--- src/rtl/bc_pkg.sv ---
// Shared types and helpers for the bit-plane accumulator.
package bc_pkg;

  // Controller states: waiting for a burst, accumulating planes, holding a result.
  typedef enum logic [1:0] {
    StIdle = 2'd0,
    StAcc  = 2'd1,
    StHold = 2'd2
  } bc_state_e;

  // Plane-count width for the default configuration (PLANES = 8).
  localparam int unsigned PlanesDefault = 8;
  localparam int unsigned NP_W          = $clog2(PlanesDefault + 1);

  // Zero-extend the low w bits of v.
  function automatic logic [63:0] zext(input logic [63:0] v, input int unsigned w);
    logic [63:0] mask;
    mask = (64'd1 << w) - 64'd1;
    return v & mask;
  endfunction

  // Sign-extend the low w bits of v.
  function automatic logic [63:0] sext(input logic [63:0] v, input int unsigned w);
    logic [63:0] mask;
    mask = (64'd1 << w) - 64'd1;
    if (v[w-1]) begin
      return v | ~mask;
    end
    return v & mask;
  endfunction

endpackage

--- src/rtl/bc_shift_add.sv ---
// Combinational shift-add step for one bit-plane popcount.
module bc_shift_add
  import bc_pkg::*;
#(
  parameter int unsigned CNT_W  = 2,
  parameter int unsigned ACC_W  = 12,
  parameter int unsigned SIGNED = 1
) (
  input  logic [ACC_W-1:0] acc_i,
  input  logic [CNT_W-1:0] cnt_i,
  input  logic             first_i,
  output logic [ACC_W-1:0] acc_o
);

  logic [ACC_W-1:0] cnt_ext;

  // MSB plane seeds the sum (negated when signed); later planes double and add.
  always_comb begin
    cnt_ext = ACC_W'(zext(64'(cnt_i), CNT_W));
    if (first_i) begin
      acc_o = (SIGNED != 0) ? (ACC_W'(0) - cnt_ext) : cnt_ext;
    end else begin
      acc_o = {acc_i[ACC_W-2:0], 1'b0} + cnt_ext;
    end
  end

endmodule

--- src/rtl/bc_plane_accum.sv ---
// Bit-serial plane accumulator: folds MSB-first popcount beats into one result per burst.
module bc_plane_accum
  import bc_pkg::*;
#(
  parameter int unsigned CNT_W  = 2,
  parameter int unsigned PLANES = 8,
  parameter int unsigned ACC_W  = 12,
  parameter int unsigned SIGNED = 1,
  localparam int unsigned NpW   = $clog2(PLANES + 1)
) (
  input  logic             clk_i,
  input  logic             rstn_i,
  input  logic             in_valid_i,
  output logic             in_ready_o,
  input  logic [CNT_W-1:0] in_cnt_i,
  input  logic             in_first_i,
  input  logic             in_last_i,
  output logic             out_valid_o,
  input  logic             out_ready_i,
  output logic [ACC_W-1:0] out_acc_o,
  output logic [NpW-1:0]   out_nplanes_o,
  output logic             err_seq_o
);

  bc_state_e        state_q;
  logic [ACC_W-1:0] acc_q;
  logic [ACC_W-1:0] acc_d;
  logic [NpW-1:0]   np_q;
  logic [NpW-1:0]   np_d;
  logic [ACC_W-1:0] out_acc_q;
  logic [NpW-1:0]   out_np_q;
  logic             out_valid_q;
  logic             err_q;

  logic accept;
  logic in_acc;
  logic beat_used;
  logic drop;
  logic ends;
  logic seq_err;

  // A held result blocks input unless it is being consumed this cycle.
  assign in_ready_o = (state_q != StHold) | out_ready_i;

  bc_shift_add #(
    .CNT_W (CNT_W),
    .ACC_W (ACC_W),
    .SIGNED(SIGNED)
  ) u_shift_add (
    .acc_i  (acc_q),
    .cnt_i  (in_cnt_i),
    .first_i(in_first_i),
    .acc_o  (acc_d)
  );

  // Beat classification: used for accumulation, dropped, or closing the burst.
  always_comb begin
    accept    = in_valid_i & in_ready_o;
    in_acc    = (state_q == StAcc);
    // A first beat always (re)starts a burst; other beats only count mid-burst.
    beat_used = accept & (in_first_i | in_acc);
    drop      = accept & ~in_first_i & ~in_acc;
    np_d      = in_first_i ? NpW'(1) : np_q + NpW'(1);
    // Reaching the plane limit closes the burst even without in_last.
    ends      = beat_used & (in_last_i | (np_d == NpW'(PLANES)));
    seq_err   = drop | (accept & in_first_i & in_acc) | (ends & ~in_last_i);
  end

  // Controller, running sum, plane counter and registered result.
  always_ff @(posedge clk_i) begin
    if (!rstn_i) begin
      state_q     <= StIdle;
      acc_q       <= '0;
      np_q        <= '0;
      out_acc_q   <= '0;
      out_np_q    <= '0;
      out_valid_q <= 1'b0;
      err_q       <= 1'b0;
    end else begin
      if (seq_err) begin
        err_q <= 1'b1;
      end

      if (beat_used) begin
        acc_q <= acc_d;
        np_q  <= np_d;
      end

      unique case (state_q)
        StIdle, StAcc: begin
          if (ends) begin
            state_q <= StHold;
          end else if (beat_used) begin
            state_q <= StAcc;
          end
        end
        StHold: begin
          // Input is only accepted here when the result is consumed, so a
          // back-to-back burst can start or even finish in this cycle.
          if (out_ready_i) begin
            if (ends) begin
              state_q <= StHold;
            end else if (beat_used) begin
              state_q <= StAcc;
            end else begin
              state_q <= StIdle;
            end
          end
        end
        default: state_q <= StIdle;
      endcase

      if (ends) begin
        out_acc_q   <= acc_d;
        out_np_q    <= np_d;
        out_valid_q <= 1'b1;
      end else if (out_ready_i) begin
        out_valid_q <= 1'b0;
      end
    end
  end

  assign out_valid_o   = out_valid_q;
  assign out_acc_o     = out_acc_q;
  assign out_nplanes_o = out_np_q;
  assign err_seq_o     = err_q;

endmodule

--- config.mk ---
export PLATFORM = sky130hd
export DESIGN_NAME = bc_plane_accum
export DESIGN_NICKNAME = d
export VERILOG_FILES = /design/src/rtl/bc_pkg.sv /design/src/rtl/bc_shift_add.sv /design/src/rtl/bc_plane_accum.sv
export SDC_FILE = /design/constraint.sdc
export NUM_CORES = 1
export LEC_CHECK = 0
export ABC_AREA = 1
export CORE_MARGIN = 2
export CORE_UTILIZATION = 58
export DETAILED_ROUTE_END_ITERATION = 10
export GPL_ROUTABILITY_DRIVEN = 1
export PLACE_DENSITY = 0.93
export SLEW_MARGIN = 20
export SYNTH_ARGS = -nofsm -noshare
export SYNTH_HDL_FRONTEND = slang
export SYNTH_HIERARCHICAL = 1
export SYNTH_SLANG_ARGS = --single-unit
--- constraint.sdc ---
create_clock -name clk_i -period 5.68 [get_ports clk_i]
set_clock_uncertainty 0.15 [all_clocks]
set_input_delay 1.704 -clock clk_i [delete_from_list [all_inputs] [get_ports clk_i]]
set_output_delay 1.704 -clock clk_i [all_outputs]
set_load 0.05 [all_outputs]
# After elaboration in Yosys (flattened, before gate mapping)

Cells that the tools add are included.

Flip-flop bits (word level): 35

Eq/ne operators: 6
Reduce and logical (&&, ||, !) cells: 4
Multiplexer cells: 10
Bitwise logic cells: 16
Add/sub/neg operators: 3

Operators with widths:

| kind                | number |
|---|---|
| $add 12x2->12       | 1 |
| $mux 12             | 1 |
| $and 1x1->1         | 8 |
| $mux 2              | 4 |
| $or 1x1->1          | 5 |
| $add 4x1->4 const B | 1 |
| $eq 4x4->1 const B  | 1 |
| $mux 4              | 1 |
| $ne 2x2->1 const B  | 2 |
| $pmux 2 s2          | 1 |
| $mux 1              | 3 |
| $ne 3x3->1 const B  | 1 |
| $not 1->1           | 3 |
| $sub 1x2->3 const A | 1 |
| $eq 2x1->1 const B  | 1 |
| $eq 2x2->1 const B  | 1 |
| $logic_not 2->1     | 1 |
| $reduce_and 2->1    | 1 |
| $reduce_bool 2->1   | 1 |
| $reduce_or 2->1     | 1 |

# Longest topological paths before layout

Depth in word-level cells: 8
Gate-level depth with buffers: 12
Depth with buffers taken out: 10

# By module

Netlist, hierarchy kept.

By module, submodules not included:

| module         | area an instance (um^2) | cells each | instances |
|---|---|---|---|
| bc_plane_accum | 1,565.3                 | 205        | 1 |
| bc_shift_add   | 361.6                   | 73         | 1 |

# Least setup slack after synthesis

No wires, ideal clock.

Path type: input -> output
From: in out_ready_i
To: out in_ready_o
Setup slack: 1,856 ps
Required time: 3,826 ps
Data arrival time: 1,970 ps
Stages: 2
Cells stage by stage: inv_1 nand3b_4

Cells in the longest elaborated chain, start to end: 1

RTL lines:

| item        | RTL line             | RTL |
|---|---|---|
| from (decl) | bc_plane_accum.sv:19 | `input logic out_ready_i,` |
| $or 1x1->1  | bc_plane_accum.sv:43 | `assign in_ready_o = (state_q != StHold) \| out_ready_i;` |
| to (decl)   | bc_plane_accum.sv:14 | `output logic in_ready_o,` |

No other way between the ends.

# Final worst setup path

Same ends and word-level chain as after synthesis.

==> summary.log <==
qor: clock_network.htreeDepth 2
qor: final_layout.sequential_cell_area 701 um2
qor: min_path.min-delay-path-class flop to flop
qor: power_and_ir_drop.power_report.internal_total 0.355 mW
qor: setup_path.crit_path_frequent_cell sky130_fd_sc_hd__clkdlybuf4s50_1
qor: clock_network.cts-root-buf sky130_fd_sc_hd__clkbuf_4
qor: setup_path.data_arrival_time_of_the_critical_path 3.14 ns
qor: logic_synthesis.post_synth.cell_area_avg 6.91 um2
qor: setup_path.crit_path_top_delay_cell sky130_fd_sc_hd__clkdlybuf4s50_1
qor: power_and_ir_drop.irDropWorstVdd 0.117 mV
qor: floorplan.initial_cell_density_of_the_core 61.5%
qor: final_layout.diodes 0
qor: setup_path.timing.critical_path.cells clkdlybuf4s50_1, inv_1, nand3b_4, clkdlybuf4s50_1
qor: power_and_ir_drop.clock_power_share 27.1%
qor: setup_path.critical_path_buf_inv_count 3
qor: clock_network.clk_transition_reported_paths 0.11 ns
qor: timing.grt_setup_unrepaired false
qor: floorplan.core 3080 um2
qor: power_and_ir_drop.power.share.combinational 21.4%
qor: final_layout.share_of_layout_cells_above_drive_strength_1 11.2%
qor: floorplan.rows 20
qor: setup_path.top_fanout_value_on_the_critical_path 4
qor: clock_network.cts-buffers-inserted 5
qor: setup_path.cpLargestDelayFamily buffers and inverters
qor: drt.route.detailed.vias_per_inst 5.26
qor: final_layout.area_used_by_multi_input_combinational_logic 1010 um2
qor: grt.grt_pass1_wl 7160 um
qor: timing.report.final.hold_viol_count 0
qor: power_and_ir_drop.power.share.sequential 51.4%
qor: logic_synthesis.synth.cell_area 1890 um2
qor: floorplan.die_width 61.2 um
qor: setup_path.critical_path.max_stage_delay 0.80 ns
qor: grt.grt_start_max_net_pins 20
qor: logic_synthesis.synth_nets 286
qor: timing.finalSetupViolations 0
qor: drt.detailedRoute.firstIterationViolations 63
qor: power_and_ir_drop.power_switching_share 32.3%
qor: timing.min_period 4.99 ns
qor: clock_network.worst_skew_pair.late_latency 0.35 ns
qor: setup_path.cp.required 3.83 ns
qor: drt.drt_pre_antenna_iters 5
qor: grt.grt_util_all_layers 26.0%
qor: logic_synthesis.syn_inst 274
qor: timing.period_share 87.9%
qor: clock_network.cts-resized-gates 0
qor: power_and_ir_drop.psw 0.169 mW
qor: power_and_ir_drop.power.static_leakage 0.967 nW
qor: grt.initial_antenna_violation_count 0
qor: logic_synthesis.synth-warning-count 6
qor: drt.detail_route.wirelength 4020 um
qor: power_and_ir_drop.power_density_cells 240 nW/um2
qor: floorplan.number_of_top_level_pins 27
qor: timing.totalNegativeSetupSlack 0 ns
qor: clock_network.cts_tree yes
qor: job.drv_cap 0
qor: place.portBuffers 26
qor: drt.drc 0
qor: drt.detail-route-antenna-nets 0
qor: clock_network.clockBufferDepth 2
qor: drt.drt-wirelength-per-cell 11.9 um
qor: timing.maxSlewHeadroom 53.7%
qor: place.finalWeightedCongestion 0.790
qor: setup_path.path_class input port to output port
qor: clock_network.cts-hold-fix-buffers 0
qor: setup_path.sort_of_element_at_the_start_of_the_critical_path input port
qor: final_layout.synthesis_to_finish_area_growth 15.2%
qor: final_layout.utilization_after_layout 70.9%
qor: final_layout.finish.net_count 306
qor: place.detailed_place_hpwl 2820 um
qor: clock_network.cts.sink_count 35
qor: status.run_status finished, final reports clean
qor: final_layout.n_fill_cell 265
qor: floorplan.fp.dieH 61.2 um
qor: grt.first_global_vias 1709
qor: timing.worst-slew-pin-transition 0.692 ns
qor: timing.max_freq 200 MHz
qor: floorplan.floorplan.die_area 3740 um2
qor: clock_network.post-cts-setup-buffers 0
qor: grt.grt_remaining_overflow 0
qor: timing.timing.final.max_slew_violations 0
qor: setup_path.worstSetupEndpointType output port
qor: drt.total_number_of_vias 1777
power by group through the flow:
stage	sequential (mW)	combinational, mW	clock (mW)
finish	0.270	0.112	0.142
global route	0.272	0.124	0.152
CTS	0.270	0.113	0.144
detailed placement	0.275	0.112	0
global placement	0.274	0.110	0
floorplan	0.300	0.0571	0
worst register-to-register path, cell delays in order (launching register included):
cell and delay [ns]:
sky130_fd_sc_hd__dfxtp_1 0.41, sky130_fd_sc_hd__nand3b_4 0.18, sky130_fd_sc_hd__nand2_2 0.07, sky130_fd_sc_hd__nor2_4 0.44, sky130_fd_sc_hd__nand3_2 0.45, sky130_fd_sc_hd__nand2_4 0.23, sky130_fd_sc_hd__inv_4 0.11, sky130_fd_sc_hd__nor2_2 0.12
sky130_fd_sc_hd__nor2_1 0.05
flip-flops by register name (all words and copies together), names as in the netlist:
register       flops
out_acc_o         12
out_valid_o        1
np_q               4
state_q            2
out_nplanes_o      4
acc_q             11
err_seq_o          1
layout by cell type (no fill, tap or decap), drive strengths merged, types with 2 or more instances in the layout:
| cell type | instances |
|---|---|
| nand3b | 14 |
| nand3 | 18 |
| nor3 | 2 |
| nor2 | 44 |
| nand2 | 84 |
| nand4 | 2 |
| dfxtp | 35 |
| ha | 4 |
| o21ai | 9 |
| clkbuf | 6 |
| clkdlybuf4s50 | 26 |
| a21oi | 20 |
| inv | 26 |
through the flow:
step / cells / setup WS [ns] / total power, mW / area [um2] / hold slack [ns]
6_report: 338 / 0.686 / 0.524 / 2180 / 0.330
5_1_grt: 338 / 0.632 / 0.547 / 2180 / 0.353
4_1_cts: 338 / 0.679 / 0.526 / 2180 / 0.335
3_5_place_dp: 331 / 0.685 / 0.387 / 2130 / 0.315
3_3_place_gp: 331 / 0.683 / 0.384 / 2130 / 0.305
2_1_floorplan: 274 / 1.86 / 0.357 / 1890 / 0.294
layout make-up:
type | count | share of cell area [%]
Clock inverter | 1 | 0.229
Tap cell | 44 | 2.52
Multi-Input combinational cell | 200 | 46.3
Timing Repair Buffer | 26 | 11.9
Sequential cell | 35 | 32.1
Inverter | 26 | 4.59
Clock buffer | 6 | 2.35
path summary, 6_finish.rpt:
check	from	to	slack (ns)	cells after the start
setup / recovery	out_ready_i	in_ready_o	0.69	4
setup reg to reg	state_q[0]	out_acc_o[4]	3.38	8
hold / removal	acc_q[0]	acc_q[0]	0.33	2
hold reg to reg	acc_q[0]	acc_q[0]	0.33	2
routing by layer:
layer | track usage (%) | vias to the layer above | routed length (um)
met4 | 12.1 | 0 | 79
met2 | 43.8 | 73 | 1910
li1 | - | 908 | -
met3 | 7.35 | 10 | 305
met1 | 30.4 | 786 | 1730
met5 | 0 | - | 0
No activity file was read; power rests on OpenSTA's default activity.
